===== config.mk =====
export PLATFORM = sky130hd
export DESIGN_NAME = pixel_unpacker
export DESIGN_NICKNAME = d
export VERILOG_FILES = /design/src/rtl/pixel_unpacker.sv
export SDC_FILE = /design/constraint.sdc
export NUM_CORES = 1
export LEC_CHECK = 0
export CAP_MARGIN = 25
export CORE_ASPECT_RATIO = 0.6
export CORE_MARGIN = 3
export CORE_UTILIZATION = 55
export DETAILED_ROUTE_END_ITERATION = 8
export PLACE_DENSITY = 0.91
export SETUP_SLACK_MARGIN = 0.02
export SKIP_CTS_REPAIR_TIMING = 1
export SLEW_MARGIN = 30
export SYNTH_ARGS = -nofsm -noshare
export SYNTH_HDL_FRONTEND = slang
export SYNTH_SLANG_ARGS = --single-unit

===== constraint.sdc =====
create_clock -name clk -period 3 [get_ports clk]
set_input_delay 0.6 -clock clk [delete_from_list [all_inputs] [get_ports clk]]
set_output_delay 0.6 -clock clk [all_outputs]
set_load 0.1 [all_outputs]

===== src/rtl/pixel_unpacker.sv =====
// Pops DATA_SIZE-bit words from a show-ahead FIFO and emits PIX_SIZE-bit pixels under internal raster timing.
// Build option: define PIXEL_UNPACK_MSB_FIRST_EN to emit the most significant slice of each word first.
module pixel_unpacker #(
    parameter int DATA_SIZE = 32,
    parameter int PIX_SIZE  = 8,
    parameter int H_ACTIVE  = 640,
    parameter int H_BLANK   = 160,
    parameter int V_ACTIVE  = 480,
    parameter int V_BLANK   = 45
) (
    input  logic                 clk,
    input  logic                 nRST,
    input  logic                 en,
    input  logic [DATA_SIZE-1:0] fifo_data,
    input  logic                 fifo_empty,
    output logic                 fifo_r_ack,
    output logic [PIX_SIZE-1:0]  pixel,
    output logic                 line_valid,
    output logic                 frame_valid,
    output logic                 underflow
);
    localparam int          PPW      = DATA_SIZE / PIX_SIZE;
    localparam int          IDX_W    = (PPW > 1) ? $clog2(PPW) : 1;
    localparam logic [15:0] H_LAST   = 16'(H_ACTIVE + H_BLANK - 1);
    localparam logic [15:0] V_LAST   = 16'(V_ACTIVE + V_BLANK - 1);
    localparam logic [15:0] H_ACT    = 16'(H_ACTIVE);
    localparam logic [15:0] V_ACT    = 16'(V_ACTIVE);
    localparam logic [IDX_W-1:0] IDX_LAST = IDX_W'(PPW - 1);

    typedef enum logic { IDLE = 1'b0, RUN = 1'b1 } state_e;

    state_e               state_q;
    logic [15:0]          h_q, v_q;
    logic [IDX_W-1:0]     idx_q;
    logic [DATA_SIZE-1:0] word_q;
    logic [PIX_SIZE-1:0]  pixel_q;
    logic                 line_valid_q, frame_valid_q, underflow_q;

    // Pixel slices in emission order; slice 0 always leaves first.
    logic [PPW-1:0][PIX_SIZE-1:0] fifo_sl, word_sl;
    for (genvar k = 0; k < PPW; k++) begin : g_slice
`ifdef PIXEL_UNPACK_MSB_FIRST_EN
        assign fifo_sl[k] = fifo_data[DATA_SIZE-1-k*PIX_SIZE -: PIX_SIZE];
        assign word_sl[k] = word_q[DATA_SIZE-1-k*PIX_SIZE -: PIX_SIZE];
`else
        assign fifo_sl[k] = fifo_data[k*PIX_SIZE +: PIX_SIZE];
        assign word_sl[k] = word_q[k*PIX_SIZE +: PIX_SIZE];
`endif
    end

    logic                h_last, v_last, h_act, v_act, act, fetch;
    logic [PIX_SIZE-1:0] pixel_d;
    logic [IDX_W-1:0]    idx_d;

    always_comb begin
        h_last  = (h_q == H_LAST);
        v_last  = (v_q == V_LAST);
        h_act   = (h_q < H_ACT);
        v_act   = (v_q < V_ACT);
        act     = (state_q == RUN) && h_act && v_act;
        fetch   = act && (idx_q == '0);
        // The FIFO is only looked at on the first pixel of each word.
        fifo_r_ack = fetch && !fifo_empty;
        pixel_d = '0;
        if (fetch)
            pixel_d = fifo_empty ? '0 : fifo_sl[0];
        else if (act)
            pixel_d = word_sl[idx_q];
        idx_d = '0;
        if (act)
            idx_d = (idx_q == IDX_LAST) ? '0 : idx_q + IDX_W'(1);
    end

    always_ff @(posedge clk) begin
        if (!nRST) begin
            state_q       <= IDLE;
            h_q           <= '0;
            v_q           <= '0;
            idx_q         <= '0;
            word_q        <= '0;
            pixel_q       <= '0;
            line_valid_q  <= 1'b0;
            frame_valid_q <= 1'b0;
            underflow_q   <= 1'b0;
        end else begin
            pixel_q       <= pixel_d;
            line_valid_q  <= act;
            frame_valid_q <= (state_q == RUN) && v_act;
            case (state_q)
                IDLE: begin
                    h_q   <= '0;
                    v_q   <= '0;
                    idx_q <= '0;
                    if (en && !fifo_empty) begin
                        state_q     <= RUN;
                        underflow_q <= 1'b0;
                    end
                end
                RUN: begin
                    idx_q <= idx_d;
                    if (fetch) begin
                        // A missing word is replaced by zeros; the raster never waits.
                        word_q <= fifo_empty ? '0 : fifo_data;
                        if (fifo_empty)
                            underflow_q <= 1'b1;
                    end
                    if (h_last) begin
                        h_q <= '0;
                        if (v_last) begin
                            v_q <= '0;
                            if (!en)
                                state_q <= IDLE;
                        end else begin
                            v_q <= v_q + 16'd1;
                        end
                    end else begin
                        h_q <= h_q + 16'd1;
                    end
                end
                default: state_q <= IDLE;
            endcase
        end
    end

    assign pixel       = pixel_q;
    assign line_valid  = line_valid_q;
    assign frame_valid = frame_valid_q;
    assign underflow   = underflow_q;

endmodule


# Yosys cells after proc, flatten, opt, wreduce, memory -nomap -nowiden
# Cells that the tools add are included.
dict set report totals {
  register_bits 78
  out_inout_bits 12
  elab_cells 56
}
dict set report classes {
  n_addsub 3
  magnitude_cmp 3
  eq_ne 7
  mux 23
  bitwise_logic 1
  reduce_logical 10
}
# operator n
set ops {}
lappend ops {{16-bit case mux with 2 select lines} 2}
lappend ops {{16-bit 2-to-1 mux} 3}
lappend ops {{16-bit by 1-bit adder with 16-bit output (second input constant)} 2}
lappend ops {{16-bit by 10-bit == test with 1-bit output (second input constant)} 2}
lappend ops {{32-bit 2-to-1 mux} 1}
lappend ops {{8-bit 2-to-1 mux} 4}
lappend ops {{8-bit binary-select mux with 2-bit select} 1}
lappend ops {{16-bit by 10-bit less-than comparator with 1-bit output (second input constant)} 1}
lappend ops {{16-bit by 9-bit less-than comparator with 1-bit output (second input constant)} 1}
lappend ops {{1-bit 2-to-1 mux} 7}
lappend ops {{1-bit logical AND} 6}
lappend ops {{2-bit 2-to-1 mux} 2}
lappend ops {{2-bit by 1-bit inequality test with 1-bit output (second input constant)} 2}
lappend ops {{2-bit inequality test (second input constant)} 2}
lappend ops {{1-bit case mux with 2 select lines} 2}
lappend ops {{2-bit case mux with 2 select lines} 1}
lappend ops {{2-bit by 3-bit less-than comparator with 1-bit output (second input constant)} 1}
lappend ops {{3-bit AND reduction} 1}
lappend ops {{2-bit by 1-bit adder with 2-bit output (second input constant)} 1}
lappend ops {{2-bit == test (second input constant)} 1}
lappend ops {{2-bit logical NOT} 1}
lappend ops {{2-bit AND reduction} 1}
lappend ops {{1-bit logical NOT} 1}
lappend ops {{1-bit NOT} 1}

# Depth between registers and ports, before layout
dict set report depth {
  ltp_word 6
  mapped_depth 9
}

# Worst setup path before layout
# OpenSTA, ideal clock, no wires.
dict set report synth_path {
  path_kind {reg-to-output}
  from {register h_q[10]}
  to {output fifo_r_ack}
  arrival_time_ns 2.572
  required_ns 2.400
  path_slack_ns -0.172
  stages_incl_launch_ff 5
  n_path_buf 0
  cell_sequence {dfxtp_1 > nor4_2 > nand3_1 > or4_1 > nor2_1}
}
dict set report synth_between {
  elab_chain_cells 5
}
# item line
set synth_rtl {}
lappend synth_rtl {{start, declared} 33} ;# logic [15:0] h_q, v_q;
lappend synth_rtl {{start signal, assigned} 117} ;# h_q <= h_q + 16'd1;
lappend synth_rtl {{16-bit by 10-bit less-than comparator with 1-bit output} 58} ;# h_act = (h_q < H_ACT);
lappend synth_rtl {{1-bit logical AND (2 in series)} 60} ;# act = (state_q == RUN) && h_act && v_act;
lappend synth_rtl {{1-bit logical AND} 61} ;# fetch = act && (idx_q == '0);
lappend synth_rtl {{1-bit logical AND} 63} ;# fifo_r_ack = fetch && !fifo_empty;
lappend synth_rtl {{end, declared} 16} ;# output logic fifo_r_ack,
# No other way between the ends.

# Worst setup path in the final report
dict set report layout_path {
  from {register v_q[13]}
  to {output fifo_r_ack}
}
dict set report layout_between {
  elab_chain_cells 4
}
# item line
set layout_rtl {}
lappend layout_rtl {{start, declared} 33}
lappend layout_rtl {{start signal, assigned} 114} ;# v_q <= v_q + 16'd1;
lappend layout_rtl {{16-bit by 9-bit less-than comparator with 1-bit output} 59} ;# v_act = (v_q < V_ACT);
lappend layout_rtl {{1-bit logical AND} 60}
lappend layout_rtl {{1-bit logical AND} 61}
lappend layout_rtl {{1-bit logical AND} 63}
# No other way between the ends.

==> summary.md <==
| Metric | Value |
|---|---|
| RD Place Congestion | between 0.8 and 0.9 |
| 1st-iter DRT viols | between 200 and 250 |
| P_sw | 642 uW |
| Post-layout min period | about 2.9 ns |
| Switch share | 0.264 |
| IO buf count | 47 |
| Core Footprint | a little over 6000 um^2 |
| Syn avg cell area | 9.02 um^2 |
| Syn-to-layout area delta | 21.1% |
| Clock sinks | between 70 and 80 |
| CTS Buf Count | 9 |
| RSZ-0062 raised after global routing | false |
| Arr. time, crit path | ~2.3 ns |
| DR pass1 iterations | 5 |
| Clock power frac | 0.395 |
| Yosys top cell by area | dfxtp_1 |
| CP Max Fanout | 4 |
| Max Root-Sink Buffers | 2 |
| Crit path required time | roughly 2.4 ns |
| GRT overflow | 0 |
| Multi-input logic area | 1860 um^2 |
| Worst Setup End Kind | output pin |
| Clock slew at reported path FFs | 0.08 ns |
| Hold Fails Final Rpt | 0 |
| Most frequent cell after synthesis | dfxtp_1 |
| Syn_nets | between 400 and 500 |
| Synth top area share | 0.437 |
| Placed cell count | approximately 510 |
| CP top delay family | simple AND/OR/NAND/NOR gates |
| Drt via density | around 5.8 |
| CTS tree | built |
| Total track usage | 0.240 |
| Via Count | 3065 |
| I/O Pins | 48 |
| Ant diodes | 0 |
| Max_cap viols | 0 |
| Sequential area share after synthesis | 0.437 |
| Clock Latency Late Sink | about 0.37 ns |
| Synth top area cells | dfxtp_1 44%, nand3b_1 8.4%, a21oi_1 6.3% |
| Crit Path Class | flip-flop to output pin |
| Largest net degree at the start of global routing | 43 |
| CTS root buf | clkbuf_8 |
| Cell internal pwr | about 1.8 mW |
| Cells along the critical path | nor4_1 -> nand2_1 -> or4_1 -> nor2_2 -> buf_12 |
| H-tree lvl count | 3 |
| EDFF count, synth | 0 |
| Die area | around 7500 um^2 |
| Initial antenna violation count | 0 |
| Antenna-violating nets left | 0 |
| CP max stage cell | or4_1 |
| Final worst clock skew | 0.00800 ns |
| FFs w/ async S/R, synth | 0 |
| Most common flop cell mapped by yosys | dfxtp_1 |
| Worst setup SP type | flip-flop |
| Die W | about 110 um |
| Slew Limit Fails | 0 |
| Hold Crit Class | flip-flop to flip-flop |
| First-pass GRT wire length | between 10 and 15 mm |
| Share of cells above drive strength 1 | 0.117 |
| Distinct cells, synth | 44 |
| Final Non-Filler Cells | around 530 |
| WL/cell | 16.1 um |
| Crit path buf inv count | 1 |
| WL final | between 8 and 9 mm |
| Power Density | 562 nW/um^2 |
| Slowest stage delay, CP | 0.53 ns |
| DR DRC count | 0 |
| Initial Utilization | 0.577 |
| Leakage | between 1 and 1.5 nW |
| Yosys warns | 0 |
| Setup violators final | 0 |
| Total Power | roughly 2.4 mW |
| Fill cells | 500 |
| Post-Syn Area | 3570 um^2 |
| Nets | between 400 and 500 |
| Final period utilization | 0.954 |
| Seq cells post-synth | 78 |
| Num rows | 22 |
| Max Fclk | 349 MHz |
| Worst vdd ir | between 0.0005 and 0.0006 V |
| Post-Syn Instances | ~400 |
| Worst hold margin | between 0.4 and 0.5 ns |
| Comb power frac | 0.152 |
| Combined flip-flop and latch cell area | 1560 um^2 |
| Status | finished, final reports clean |
| Least-Margin Pin Slew | 0.681 ns |
| Relative slew slack | 0.545 |
| Vias in the first global route | 2650 |
| Die Y | slightly below 70 um |
| Sequential power share | 0.453 |
| Top cells by count, synth | 78 x dfxtp_1, 47 x nand2_1, 45 x a21oi_1 |
| HPWL after DPL | slightly below 6 mm |
power groups by stage:
| stage | registers (mW) | logic (mW) | clock network [mW] |
|---|---|---|---|
| after detailed placement | 1.12 | 0.366 | 0 |
| after CTS | 1.10 | 0.368 | 0.974 |
| after floorplan | 1.17 | 0.204 | 0 |
| final | 1.10 | 0.370 | 0.960 |
| after global placement | 1.12 | 0.355 | 0 |
| after global routing | 1.10 | 0.396 | 1.02 |
metrics by stage:
step | area (um^2) | utilization | setup WS, ns | TNS [ns]
6_report | 4320 | 0.698 | 0.137 | 0
5_1_grt | 4320 | 0.698 | 0.0489 | 0
3_3_place_gp | 4080 | 0.658 | 0.516 | 0
3_5_place_dp | 4080 | 0.658 | 0.399 | 0
2_1_floorplan | 3570 | - | 0.271 | 0
4_1_cts | 4320 | 0.698 | -0.0142 | -0.0142
metal layers:
layer  share of wire  routed length, um  GRT usage
met5               0                  0          0
met3           0.077                658     0.0886
met2            0.42               3580      0.319
met1            0.48               4090      0.351
met4           0.019                165     0.0778
cell families (layout without fill, tap and decap cells):
logic type	Yosys count	in the layout	share of synthesized area
XOR/XNOR	24	24	0.0589
flip-flops	78	78	0.437
AND/OR/NAND/NOR	181	181	0.283
adder cells (fa/ha/maj)	5	5	0.0175
buffers and inverters	33	81	0.0431
AO/OA/AOI/OAI	66	66	0.107
multiplexers	9	9	0.0536
placed cells by master (no fill, tap or decap), types with 7 or more instances in the layout:
cell / count
nand3b_1: 40
nand2b_1: 12
a21oi_1: 45
dfxtp_1: 78
xnor2_1: 17
nor2_1: 29
nand2_1: 47
clkbuf_8: 10
buf_4: 19
inv_1: 9
nand3_1: 15
mux4_2: 8
clkdlybuf4s50_1: 35
xor2_1: 7
nor3_1: 8
state kept, by name, indices dropped and copies added, names as in the netlist:
| name | flops |
|---|---|
| line_valid | 1 |
| idx_q | 2 |
| word_q | 32 |
| frame_valid | 1 |
| underflow | 1 |
| state_q | 1 |
| v_q | 16 |
| pixel | 8 |
| h_q | 16 |
worst register-to-register path, delay by kind of cell, from the launching register on:
family	cells	cell delay [ns]
compound gates	1	0.43
fa+ha+maj	1	0.24
buf+inv	1	0.22
flops	1	0.33
simple gates	3	0.83
path summary, 6_finish.rpt:
kind,startpoint,end,slack (ns),depth (start not counted)
max,v_q[13]$_SDFFE_PN0P_,fifo_r_ack,0.14,5
min,h_q[0]$_SDFF_PP0_,h_q[0]$_SDFF_PP0_,0.45,1
max reg2reg,h_q[0]$_SDFF_PP0_,v_q[1]$_SDFFE_PN0P_,0.84,6
min reg2reg,h_q[0]$_SDFF_PP0_,h_q[0]$_SDFF_PP0_,0.45,1
area by class of cell:
cell class / instances / share of cell area
inverters: 10 / 0.00868
well taps: 84 / 0.0243
clock inverters: 6 / 0.0252
repair buffers: 55 / 0.119
flip-flops and latches: 78 / 0.361
multi-input cells: 285 / 0.430
clock buffers: 10 / 0.0318
Note: power is estimated with default switching activity, not from simulation.
